===== src/rtl/genc_denetleyici.sv =====
// Instruction fetch/step controller. It fetches one instruction word from instruction memory
// at the core's pc and hands it to the core with a single-cycle advance enable. It supports
// continuous run and single-step modes, halt requests, fetch timeout and error reporting.
module genc_denetleyici #(
  // Maximum number of cycles GETIR waits for imem_valid before reporting a timeout
  parameter int unsigned ZAMAN_ASIMI = 16
) (
  input  logic        clk,
  input  logic        reset,
  input  logic        baslat,
  input  logic        adim,
  input  logic        durdur,
  input  logic        temizle,
  input  logic [31:0] core_pc,
  input  logic        core_hata,
  output logic        core_en,
  output logic [31:0] komut,
  output logic        imem_req,
  output logic [31:0] imem_addr,
  input  logic        imem_valid,
  input  logic [31:0] imem_rdata,
  output logic [1:0]  durum,
  output logic [1:0]  hata_kod,
  output logic [31:0] sayac
);

  // The encodings are visible on durum, so they are fixed explicitly
  typedef enum logic [1:0] {
    StBosta = 2'b00,
    StGetir = 2'b01,
    StYurut = 2'b10,
    StHata  = 2'b11
  } durum_e;

  localparam logic [31:0] KomutNop  = 32'h0000_0013;
  localparam logic [1:0]  HataYok   = 2'b00;
  localparam logic [1:0]  HataCore  = 2'b01;
  localparam logic [1:0]  HataHizal = 2'b10;
  localparam logic [1:0]  HataZaman = 2'b11;

  // One extra value of headroom keeps the width at least one bit for tiny limits
  localparam int unsigned ZamanW = $clog2(ZAMAN_ASIMI + 2);
  localparam logic [ZamanW-1:0] ZamanSinir = ZamanW'(ZAMAN_ASIMI);

  durum_e             durum_q;
  logic               adim_mod_q;   // 1: single-step mode, 0: continuous run
  logic               bekleyen_q;   // halt requested, stop after the current instruction
  logic               giris_q;      // first cycle of GETIR: sample pc, decide on the request
  logic [ZamanW-1:0]  zaman_q;
  logic               core_en_q;
  logic               imem_req_q;
  logic [31:0]        imem_addr_q;
  logic [31:0]        komut_q;
  logic [1:0]         hata_kod_q;
  logic [31:0]        sayac_q;

  logic [ZamanW-1:0]  zaman_art;
  logic               pc_hizasiz;
  logic               bitir;

  assign zaman_art  = zaman_q + ZamanW'(1);
  assign pc_hizasiz = (core_pc[1:0] != 2'b00);
  // Current-cycle durdur counts too, so a request seen in YURUT itself is honoured
  assign bitir      = adim_mod_q | bekleyen_q | durdur;

  // Controller FSM; every output is a register updated here
  always_ff @(posedge clk or negedge reset) begin
    if (!reset) begin
      durum_q     <= StBosta;
      adim_mod_q  <= 1'b0;
      bekleyen_q  <= 1'b0;
      giris_q     <= 1'b0;
      zaman_q     <= '0;
      core_en_q   <= 1'b0;
      imem_req_q  <= 1'b0;
      imem_addr_q <= '0;
      komut_q     <= KomutNop;
      hata_kod_q  <= HataYok;
      sayac_q     <= '0;
    end else begin
      // core_en is a one-cycle pulse, only re-armed on the GETIR -> YURUT transition
      core_en_q <= 1'b0;
      unique case (durum_q)
        StBosta: begin
          if (baslat || adim) begin
            // baslat wins when both are high
            adim_mod_q <= ~baslat;
            giris_q    <= 1'b1;
            durum_q    <= StGetir;
          end
        end

        StGetir: begin
          if (giris_q) begin
            giris_q    <= 1'b0;
            zaman_q    <= '0;
            bekleyen_q <= durdur;
            if (pc_hizasiz) begin
              hata_kod_q <= HataHizal;
              durum_q    <= StHata;
            end else begin
              imem_addr_q <= core_pc;
              imem_req_q  <= 1'b1;
            end
          end else begin
            if (durdur) begin
              bekleyen_q <= 1'b1;
            end
            if (imem_valid && imem_req_q) begin
              komut_q    <= imem_rdata;
              imem_req_q <= 1'b0;
              core_en_q  <= 1'b1;
              durum_q    <= StYurut;
            end else if (zaman_art == ZamanSinir) begin
              zaman_q    <= zaman_art;
              imem_req_q <= 1'b0;
              hata_kod_q <= HataZaman;
              durum_q    <= StHata;
            end else begin
              zaman_q <= zaman_art;
            end
          end
        end

        StYurut: begin
          // The instruction retires even when the core flags an error on it
          sayac_q <= sayac_q + 32'd1;
          if (core_hata) begin
            hata_kod_q <= HataCore;
            durum_q    <= StHata;
          end else if (bitir) begin
            bekleyen_q <= 1'b0;
            durum_q    <= StBosta;
          end else begin
            giris_q <= 1'b1;
            durum_q <= StGetir;
          end
        end

        StHata: begin
          if (temizle) begin
            hata_kod_q <= HataYok;
            durum_q    <= StBosta;
          end
        end

        default: begin
          durum_q <= StBosta;
        end
      endcase
    end
  end

  assign core_en   = core_en_q;
  assign komut     = komut_q;
  assign imem_req  = imem_req_q;
  assign imem_addr = imem_addr_q;
  assign durum     = durum_q;
  assign hata_kod  = hata_kod_q;
  assign sayac     = sayac_q;

endmodule


===== config.mk =====
export PLATFORM = sky130hd
export DESIGN_NAME = genc_denetleyici
export DESIGN_NICKNAME = d
export VERILOG_FILES = /design/src/rtl/genc_denetleyici.sv
export SDC_FILE = /design/constraint.sdc
export NUM_CORES = 1
export LEC_CHECK = 0
export CORE_MARGIN = 2
export CORE_UTILIZATION = 40
export DETAILED_ROUTE_END_ITERATION = 8
export PLACE_DENSITY = 0.74
export RECOVER_POWER = 25
export SKIP_CTS_REPAIR_TIMING = 1
export SLEW_MARGIN = 20
export SYNTH_ARGS = -nofsm -noshare
export SYNTH_HDL_FRONTEND = slang
export SYNTH_SLANG_ARGS = --single-unit

===== constraint.sdc =====
create_clock -name clk -period 2.2 [get_ports clk]
set_input_delay 0.55 -clock clk [delete_from_list [all_inputs] [get_ports clk]]
set_output_delay 0.55 -clock clk [all_outputs]
set_load 0.01 [all_outputs]

==> flow_summary.ini <==
[run_status]
status = completed

[sta]
whs_ps = 322
rsz0062_at_grt = no
fin_crit_sh_pct = 90.1
slew_viol_final = 0
period_needed_ps = 1980
finalHoldViolations = 0
worst_slew_pin_slew_ps = 888
fmax_mhz = 504
relSlewSlack_pct = 40.8
finClkSkew_ps = 7.40
setup-tns-final_ps = 0
setup_viol = 0

[die]
dieWidth_um = 110
start_util_pct = 41.4
die_area_mm2 = 0.0122
ios = 174
die_y_um = 110
rows = 38
coreArea_mm2 = 0.0109

[global_routing]
first_global_vias = 3517
grt_pass1_wl_um = 17000
grt_max_degree = 42
overflow = 0
antenna_found_initial = 0
grt_use_total_pct = 17.6

[clock_tree]
clock-root-buffer = clkbuf_16
htree_num_levels = 3
clk_transition_reported_paths_ps = 70
cts_buffers = 9
clk_path_buf_depth = 2
cts_tree = done
clock_sinks = 110
clk_latency_ps = 340

[cells_and_area]
fin_cells = 724
layout_commonest_cell = clkdlybuf4s50_1
most-common-layout-cells = clkdlybuf4s50_1, nand2_1, dfrtp_1, mux2_2, xnor2_1
n_antenna_cell = 0
drive_gt1_share_pct = 12.3
area_growth_pct = 49.8
nets = 653
final_area_mm2 = 0.00678

[logic_synthesis]
syn_area_per_cell_um2 = 11.4
synthArstFlopShare_pct = 100
ys_types = 44
seq_area_frac_synth_pct = 60.9
synth_area_mm2 = 0.00453
ys_ff_latch = 110
ys.flop_type = dfrtp_1
ys.warnings.count = 0
synthCells = 398
synth-edff-count = 0
syn-num-nets = 472

[hold_path]
hp-class = input port to asynchronous set/reset pin

[worst_setup_path]
cp-end-kind = primary output
r2r_start = sayac[0]
critPathKind = register to primary output
cp.required_ps = 1650
critPathMaxFanout = 14
critical_path.startpoint_type = register
critPathLaunch = durum[0]
cp_data_arrival_time_ps = 1430

[power_and_ir_drop]
leakage_nw = 3.03
vdd_drop_max_mv = 0.628
power_mw = 7.94
pwr_density_cell_mw_per_mm2 = 1170

[placement]
place_area_mm2 = 0.00651
dp_cells = 708
place_congestion = 0.784
hpwlAfterDp_um = 8050
port_buffers = 173

[detailed_routing]
drc = 0
vias = 3554
wl_per_cell_um = 14.9
viasPerCell = 4.91
dr.pass1.iters = 4
initialDrtViolationCount = 155
antenna_left = 0
drt-total-wl_um = 10800

[run]
max-cap-violations = 0
==> report_power, final <==
group,leakage [nW],switching [mW],internal (mW)
combinational,1.46,1.28,1.82
sequential,1.42,0.478,2.74
clock,0.151,0.744,0.879
total,3.03,2.51,5.44
==> synth_stat cells (all sizes together) (2+ instances only) <==
| cell | number | area (um^2) |
|---|---|---|
| nand2 | 115 | 432 |
| dfrtp | 107 | 2680 |
| mux2 | 33 | 372 |
| xnor2 | 25 | 219 |
| o21ai | 13 | 65.1 |
| nand3 | 11 | 67.6 |
| nor2 | 11 | 41.3 |
| nand4 | 9 | 77.6 |
| clkbuf | 8 | 30.0 |
| xor2 | 8 | 70.1 |
| a21oi | 5 | 25.0 |
| buf | 5 | 25.0 |
| inv | 5 | 18.8 |
| and2 | 4 | 26.3 |
| nor3 | 4 | 25.0 |
| and3 | 3 | 18.8 |
| and4 | 3 | 28.8 |
| dfstp | 3 | 78.8 |
| nand3b | 3 | 22.5 |
| nor3b | 3 | 22.5 |
| ha | 2 | 25.0 |
| nand4b | 2 | 17.5 |
| nor4 | 2 | 33.8 |
| o21a | 2 | 15.0 |
==> per-stage QoR <==
step / util, % / worst slack (ps)
after floorplan: - / 471
after global placement: 59.5 / 159
after detailed placement: 59.5 / 129
after CTS: 62.3 / 204
after global routing: 62.0 / 80.8
final: 62.0 / 217
==> critical path, stage by stage, from the launching register on <==
cell             delay [ps]
dfrtp_1                 340
buf_4                   180
clkdlybuf4s50_1         580
==> metal layers <==
| metal | global-route usage (%) | wire [um] |
|---|---|---|
| met5 | 0 | 0 |
| met4 | 3.48 | 97 |
| met3 | 3.64 | 644 |
| met2 | 29.8 | 5350 |
| met1 | 23.6 | 4690 |
==> cell type report <==
cell class	instances	area, um^2
fillers	943	4160
flip-flops and latches	110	2760
repair buffers	183	1820
multi-input cells	270	1700
clock buffers	12	267
well taps	140	175
clock inverters	4	37.5
inverters	5	18.8
==> cells by family after synthesis <==
group	after synthesis	share of synthesized area (%)
AND/OR/NAND/NOR	173	18.4
flip-flops	110	60.9
XOR/XNOR	33	6.38
multiplexers	33	8.21
AO/OA/AOI/OAI	29	3.95
buffers and inverters	18	1.63
adder cells (fa/ha/maj)	2	0.553
==> sequential cells by signal (all words and copies together) (netlist names), 2 cells and up <==
signal and cells:
durum 2, hata_kod 2, imem_addr 32, komut 32, sayac 32, zaman_q 5
==> path summary, 6_finish.rpt <==
path                            slack (ps)  cells past startpoint             to
worst max-delay path                   220                      2       durum[0]
worst min-delay path                   320                      1      komut[10]
worst max register to register         330                      6      sayac[20]
worst min register to register         470                      2  imem_addr[21]
max in group asynchronous              480                      2     zaman_q[1]
min in group clk                       470                      2  imem_addr[21]
Note: power is estimated with default switching activity, not from simulation.
